===== config.mk =====
export PLATFORM = sky130hd
export DESIGN_NAME = alu_operand_stage
export DESIGN_NICKNAME = d
export VERILOG_FILES = /design/src/rtl/alu_operand_stage.sv
export SDC_FILE = /design/constraint.sdc
export NUM_CORES = 1
export LEC_CHECK = 0
export ABC_AREA = 1
export BUFFER_PORTS_ARGS = -buffer_cell sky130_fd_sc_hd__buf_4
export CORE_ASPECT_RATIO = 0.75
export CORE_MARGIN = 3
export CORE_UTILIZATION = 53
export CTS_BUF_LIST = sky130_fd_sc_hd__clkbuf_16
export CTS_CLUSTER_SIZE = 20
export DETAILED_ROUTE_END_ITERATION = 12
export GPL_TIMING_DRIVEN = 0
export PLACE_DENSITY_LB_ADDON = 0.05
export SYNTH_ARGS = -nofsm -noshare
export SYNTH_HDL_FRONTEND = slang
export SYNTH_SLANG_ARGS = --single-unit
export TNS_END_PERCENT = 20

===== constraint.sdc =====
create_clock -name clk -period 2.3 [get_ports clk]
set_input_delay 0.46 -clock clk [delete_from_list [all_inputs] [get_ports clk]]
set_output_delay 0.46 -clock clk [all_outputs]
set_load 0.02 [all_outputs]

===== src/rtl/alu_operand_stage.sv =====
// Operand stage ahead of the ALU. It decodes the instruction, reads the register file with
// writeback forwarding, tracks register hazards and holds one registered operand bundle.
module alu_operand_stage #(
  parameter int unsigned DATA_W = 9,
  parameter int unsigned NREGS  = 8,
  parameter int unsigned IMM_W  = 6
) (
  input  logic              clk,
  input  logic              rst,
  input  logic              in_valid,
  output logic              in_ready,
  input  logic [15:0]       instr,
  output logic              out_valid,
  input  logic              out_ready,
  output logic [DATA_W-1:0] a,
  output logic [DATA_W-1:0] b,
  output logic [2:0]        op,
  output logic [2:0]        out_rd,
  input  logic              wb_en,
  input  logic [2:0]        wb_rd,
  input  logic [DATA_W-1:0] wb_data
);

  logic [DATA_W-1:0] regs_q [NREGS];
  logic [DATA_W-1:0] regs_d [NREGS];
  logic [NREGS-1:0]  pending_q, pending_d;
  logic              out_valid_q, out_valid_d;
  logic [DATA_W-1:0] a_q, a_d, b_q, b_d;
  logic [2:0]        op_q, op_d, out_rd_q, out_rd_d;

  logic [2:0]        f_op, f_rd, f_rs1, f_rs2;
  logic              f_use_imm;
  logic [DATA_W-1:0] imm_ext;
  logic [DATA_W-1:0] rs1_val, rs2_val;
  logic [NREGS-1:0]  clr_mask, pend_eff;
  logic              hazard, accept;

  // Instruction field decode.
  always_comb begin
    f_op      = instr[15:13];
    f_rd      = instr[12:10];
    f_rs1     = instr[9:7];
    f_use_imm = instr[6];
    f_rs2     = instr[5:3];
    imm_ext   = DATA_W'(instr[IMM_W-1:0]);
  end

  // Register reads. A same-cycle writeback to a source register wins over the stored value.
  always_comb begin
    rs1_val = '0;
    rs2_val = '0;
    if (f_rs1 != 3'd0) begin
      rs1_val = (wb_en && wb_rd == f_rs1) ? wb_data : regs_q[f_rs1];
    end
    if (f_rs2 != 3'd0) begin
      rs2_val = (wb_en && wb_rd == f_rs2) ? wb_data : regs_q[f_rs2];
    end
  end

  // Hazard detection. A pending bit that this cycle's writeback clears no longer blocks.
  always_comb begin
    clr_mask = '0;
    if (wb_en) begin
      clr_mask[wb_rd] = 1'b1;
    end
    pend_eff = pending_q & ~clr_mask;
    hazard   = pend_eff[f_rs1]
             | (!f_use_imm && pend_eff[f_rs2])
             | ((f_rd != 3'd0) && pend_eff[f_rd]);
    in_ready = !hazard && (!out_valid_q || out_ready);
    accept   = in_valid && in_ready;
  end

  // Next-state logic for the register file, the scoreboard and the output bundle.
  always_comb begin
    regs_d      = regs_q;
    pending_d   = pend_eff;
    out_valid_d = out_valid_q;
    a_d         = a_q;
    b_d         = b_q;
    op_d        = op_q;
    out_rd_d    = out_rd_q;

    if (wb_en && wb_rd != 3'd0) begin
      regs_d[wb_rd] = wb_data;
    end

    if (accept) begin
      if (f_rd != 3'd0) begin
        pending_d[f_rd] = 1'b1;
      end
      out_valid_d = 1'b1;
      a_d         = rs1_val;
      b_d         = f_use_imm ? imm_ext : rs2_val;
      op_d        = f_op;
      out_rd_d    = f_rd;
    end else if (out_ready) begin
      out_valid_d = 1'b0;
    end

    pending_d[0] = 1'b0;
    regs_d[0]    = '0;
  end

  always_ff @(posedge clk) begin
    if (rst) begin
      for (int i = 0; i < int'(NREGS); i++) begin
        regs_q[i] <= '0;
      end
      pending_q   <= '0;
      out_valid_q <= 1'b0;
      a_q         <= '0;
      b_q         <= '0;
      op_q        <= '0;
      out_rd_q    <= '0;
    end else begin
      regs_q      <= regs_d;
      pending_q   <= pending_d;
      out_valid_q <= out_valid_d;
      a_q         <= a_d;
      b_q         <= b_d;
      op_q        <= op_d;
      out_rd_q    <= out_rd_d;
    end
  end

  assign out_valid = out_valid_q;
  assign a         = a_q;
  assign b         = b_q;
  assign op        = op_q;
  assign out_rd    = out_rd_q;

endmodule


* After elaboration in Yosys (flattened, before gate mapping)
Cells that the tools add are included.
W data, S select, Z words.
** Storage, ports and cells
- Bits in registers :: 96
- Bits of input ports :: 33
** Cells by class
- $lt $le $gt $ge :: 10
- Equal/unequal tests :: 2
- Muxes and demuxes :: 29
- Bitwise gates (word level) :: 8
- Reduce and logical (&&, ||, !) cells :: 19
** Operators with widths (count)
- $mux W9 :: 10
- $bwmux W72 :: 1
- $bmux W9 S3 :: 2
- $demux W9 S3 :: 1
- $mux W8 :: 3
- $lt A3 B4 Y1 const B :: 4
- $ge A4 B4 Y1 const B :: 3
- $not A3 Y4 :: 3
- $reduce_bool A3 Y1 :: 4
- $logic_and A1 B1 Y1 :: 10
- $bmux W1 S3 :: 3
- $and A8 B8 Y8 :: 1
- $not A8 Y8 :: 1
- $or A8 B8 Y8 :: 1
- $mux W1 :: 7
- $demux W1 S3 :: 2
- $eq A3 B3 Y1 :: 2
- $ge A3 B1 Y1 const B :: 2
- $lt A4 B1 Y1 const B :: 1
- $logic_not A1 Y1 :: 3
- $or A1 B1 Y1 :: 2
- $reduce_bool A2 Y1 :: 1
- $logic_or A1 B1 Y1 :: 1

* Logic depth before layout (Yosys ltp)
- Word-level depth :: 16
- Depth in mapped cells :: 16
- Depth with buffers taken out :: 14

* Least setup slack after synthesis
OpenSTA, ideal clock, no wires.
- Path kind :: input to output
- Start :: input wb_rd[1]
- End :: output in_ready
- Arrival time :: 1896 ps
- Path slack :: -56 ps
- Stages :: 13
- Buffers on the path :: 2
- Cells stage by stage :: buf_2 -> inv_2 -> nor2_2 -> nand2_2 -> nand2_1 -> nand2_1 -> nand3_1 -> nand2_1 -> nand2_1 -> nand2_2 -> nor2_8 -> buf_2 -> and2_1
** Between the ends
- Longest elaborated chain between the ends :: 14
- Elaborated cells on any way between the ends :: 20
** Ends and longest elaborated chain
- start, declared :: line 20 : input logic [2:0] wb_rd,
- $lt A3 B4 Y1 (not written as such) or $ge A3 B1 Y1 (tied branches) :: line 64 : clr_mask[wb_rd] = 1'b1;
- $logic_and A1 B1 Y1 (not written as such) :: line 64
- $mux W1 (not written as such) :: line 64
- $demux W1 S3 * :: line 64
- $mux W8 * :: line 63 : if (wb_en) begin
- $not A8 Y8 * :: line 66 : pend_eff = pending_q & ~clr_mask;
- $and A8 B8 Y8 * :: line 66
- $bmux W1 S3 :: line 68 : | (!f_use_imm && pend_eff[f_rs2])
- $mux W1 (not written as such) :: line 68
- $logic_and A1 B1 Y1 :: line 68
- $or A1 B1 Y1 :: line 68
- $or A1 B1 Y1 * :: line 69 : | ((f_rd != 3'd0) && pend_eff[f_rd]);
- $logic_not A1 Y1 * :: line 70 : in_ready = !hazard && (!out_valid_q || out_ready);
- $logic_and A1 B1 Y1 * :: line 70
- end, declared :: line 11 : output logic in_ready,
Mark *: on every way between the ends. The rest lies on a longest branch, timed or not. The select of a mux whose other input is x is not followed.

* Final worst setup path
- Start :: input wb_en
- End :: output in_ready
** Between the ends
- Longest elaborated chain between the ends :: 10
- Elaborated cells on any way between the ends :: 15
** Ends and longest elaborated chain
- start, declared :: line 19 : input logic wb_en,
- $mux W8 * :: line 63
- $not A8 Y8 * :: line 66
- $and A8 B8 Y8 * :: line 66
- $bmux W1 S3 :: line 68
- $mux W1 (not written as such) :: line 68
- $logic_and A1 B1 Y1 :: line 68
- $or A1 B1 Y1 :: line 68
- $or A1 B1 Y1 * :: line 69
- $logic_not A1 Y1 * :: line 70
- $logic_and A1 B1 Y1 * :: line 70
Marks and branches as above.

==> results_dict.tcl <==
set metrics [dict create \
    clk_path_buf_depth 2 \
    powerDensity_nw_per_um2 694 \
    finalWirelength_mm 20.0 \
    gr-usage-all-layers_pct 35.1 \
    dieArea_sq_um 11200 \
    cts_sinks 95 \
    drtAntennaViolNets 0 \
    avgRoutedWirePerCell_microns 19.3 \
    synthAdderAreaFrac_pct 0 \
    layout-drive-gt1-share_pct 17.0 \
    synth_warnings 0 \
    worst_ir_drop_vdd_v 0.000515 \
    synth.area.top_cells "dfxtp_1 (36%), nand2_1 (11%), o21ai_0 (10%)" \
    io_buffers 50 \
    seqCellArea_sq_um 1900 \
    dp_hpwl_mm 13.5 \
    slew_viol_final 0 \
    drv_cap 0 \
    dpl_worst_slack_ps -663 \
    muxShareOfSynthArea_pct 0 \
    synth_top_area_cell "dfxtp_1" \
    arrival_ps 1810 \
    max_slew.worst_pin.slew_ps 744 \
    crit_fanout 4 \
    die_h_microns 92.6 \
    nFillCells 824 \
    cts_root_buffer "clkbuf_16" \
    grt_pass1_wl_mm 30.2 \
    rows 30 \
    cts.clk_slew.worst_paths_ps 70 \
    yosys.area_share.xor_xnor_pct 0.496 \
    endpoint_kind "output port" \
    required_ps 1840 \
    firstDrtPassIters 6 \
    syn_area_sq_um 5300 \
    drtIter0Drc 825 \
    fin_crit_sh_pct 98.7 \
    first_global_vias 5566 \
    via_per_inst 5.92 \
    synth_compound_area_share_pct 22.6 \
    initial_core_util_pct 56.5 \
    setup_viol 0 \
    vias 6128 \
    synth.net_count 862 \
    grt_max_degree 16 \
    tns_ps 0 \
    coreArea_sq_um 9380 \
    setup_ws_ps 30.2 \
    n_antenna_cell 0 \
    overflow 0 \
    areaGrowthSynthToFinish_pct 22.0 \
    start_kind "input port" \
    layout.cells.most_common "nand2_1" \
    yosys.area.top_type_share_pct 35.9 \
    seq_area_frac_synth_pct 35.9 \
    synth-simple-area-share_pct 30.5 \
    layout_common_cells "nand2_1 (132), nor2_1 (124), o21ai_0 (106), dfxtp_1 (95), inv_1 (78)" \
    synth_top_family_by_area "simple AND/OR/NAND/NOR gates" \
    ios 59 \
    fmax_mhz 441 \
    clock_skew_ps 4.99 \
    antenna_found_initial 0 \
    numCtsBuffers 9 \
    drc 0 \
    hp-class "in -> reg" \
    synthCells 829 \
    critical_path_class "in -> out" \
    ys_types 28 \
    fin_util_pct 68.9 \
    insertion_delay_ps 360 \
    multiInputGateArea_sq_um 2980 \
    num-nets-final 936 \
    die-width_microns 121 \
    leakage_uw 0.00283 \
    hold_violations 0 \
    htreeDepth 3 \
    outcome "completed" \
    relSlewSlack_pct 50.4 \
    yosys_register_bits 95 \
    cts_tree "done" \
    reg2reg_depth 13 \
    avgSynthCellArea_sq_um 6.39 \
    min_period_ps 2270 \
    gp_congestion 1.00 \
    holdPathStages 3 \
]
## worst paths after layout
kind | slack [ps] | from | to
worst min register to register | 460 | out_rd[0]$_SDFFE_PP0P_ | out_rd[0]$_SDFFE_PP0P_
worst min-delay path | 320 | instr[15] | op[2]$_SDFFE_PP0P_
worst max-delay path | 30 | wb_en | in_ready
worst max register to register | 390 | pending_q[3]$_SDFF_PP0_ | out_rd[2]$_SDFFE_PP0P_
## per-stage QoR
step | hold WS [ps] | cells | total power, uW | cell area [sq um]
after floorplan | 436 | 829 | 2360 | 5300
after global placement | 451 | 1007 | 2660 | 5840
after detailed placement | 455 | 1007 | 2680 | 5840
after CTS | 326 | 1030 | 4420 | 6340
after global routing | 354 | 1036 | 4650 | 6460
final | 322 | 1036 | 4490 | 6460
## area by class of cell
cell class              instances  share of cell area, %
multi-input cells             596                   46.1
flip-flops and latches         95                   29.4
repair buffers                 65                   7.84
inverters                      88                   5.27
plain buffers                  48                   3.64
clock buffers                   9                   3.48
well taps                     128                   2.48
clock inverters                 7                   1.74
## cell usage after synthesis
cell,n
a21boi_0,7
and2_1,1
nand3_2,1
inv_2,6
buf_2,11
inv_1,77
o22ai_1,1
a21oi_1,73
o211ai_1,30
nor2_8,1
nand3_4,1
nand2_2,5
o21ai_0,107
a211oi_1,1
o21ai_1,1
xor2_1,1
nor2_1,127
clkbuf_1,31
xnor2_1,2
nand2_1,149
dfxtp_1,95
nand4_1,25
or2_2,15
buf_6,3
clkinv_1,5
nor2_2,5
buf_1,5
nand3_1,43
## cells by family after synthesis
group,after synthesis
XOR/XNOR,3
flip-flops,95
AND/OR/NAND/NOR,373
AO/OA/AOI/OAI,220
buffers and inverters,138
## flip-flops by register name, indices dropped and copies added (netlist names)
register and cells:
a 9, b 9, op 3, out_rd 3
out_valid 1, pending_q 7, regs_q 63
## worst max-delay path: stages
cell and delay, ps:
buf_8 90, inv_2 40, nor2_4 220, nand2_2 130, buf_6 140, nand3_2 50, nand2_1 60, inv_2 50
nand2_2 50, nand2_2 60, nand2_2 80, nor2_8 130, and2_4 140, buf_6 100
## power by group
group | leakage (uW) | switching, uW | internal, uW
logic | 0.00189 | 631 | 336
clock network | 0.000160 | 681 | 1060
registers | 0.000775 | 50.4 | 1730
total | 0.00283 | 1360 | 3130
## what timing repair did
action | CTS | global route
setup buffers | 8 | 7
resized for setup | 36 | 31
hold buffers | 0 | 0
endpoints found under the hold margin | 0 | 0
setup endpoints to repair | 3 | 19
pin swaps | 6 | 14
## layer usage
layer  wire, microns  track usage (%)  vias to the layer above  share of wire [%]
li1                -                -                     2868                  -
met2            8520             50.5                      418                 43
met5               0                0                        -                  0
met4             522             13.9                        0                2.6
met1            8160             47.4                     2782                 41
met3            2760             13.2                       60                 14
No activity file was read; power rests on OpenSTA's default activity.
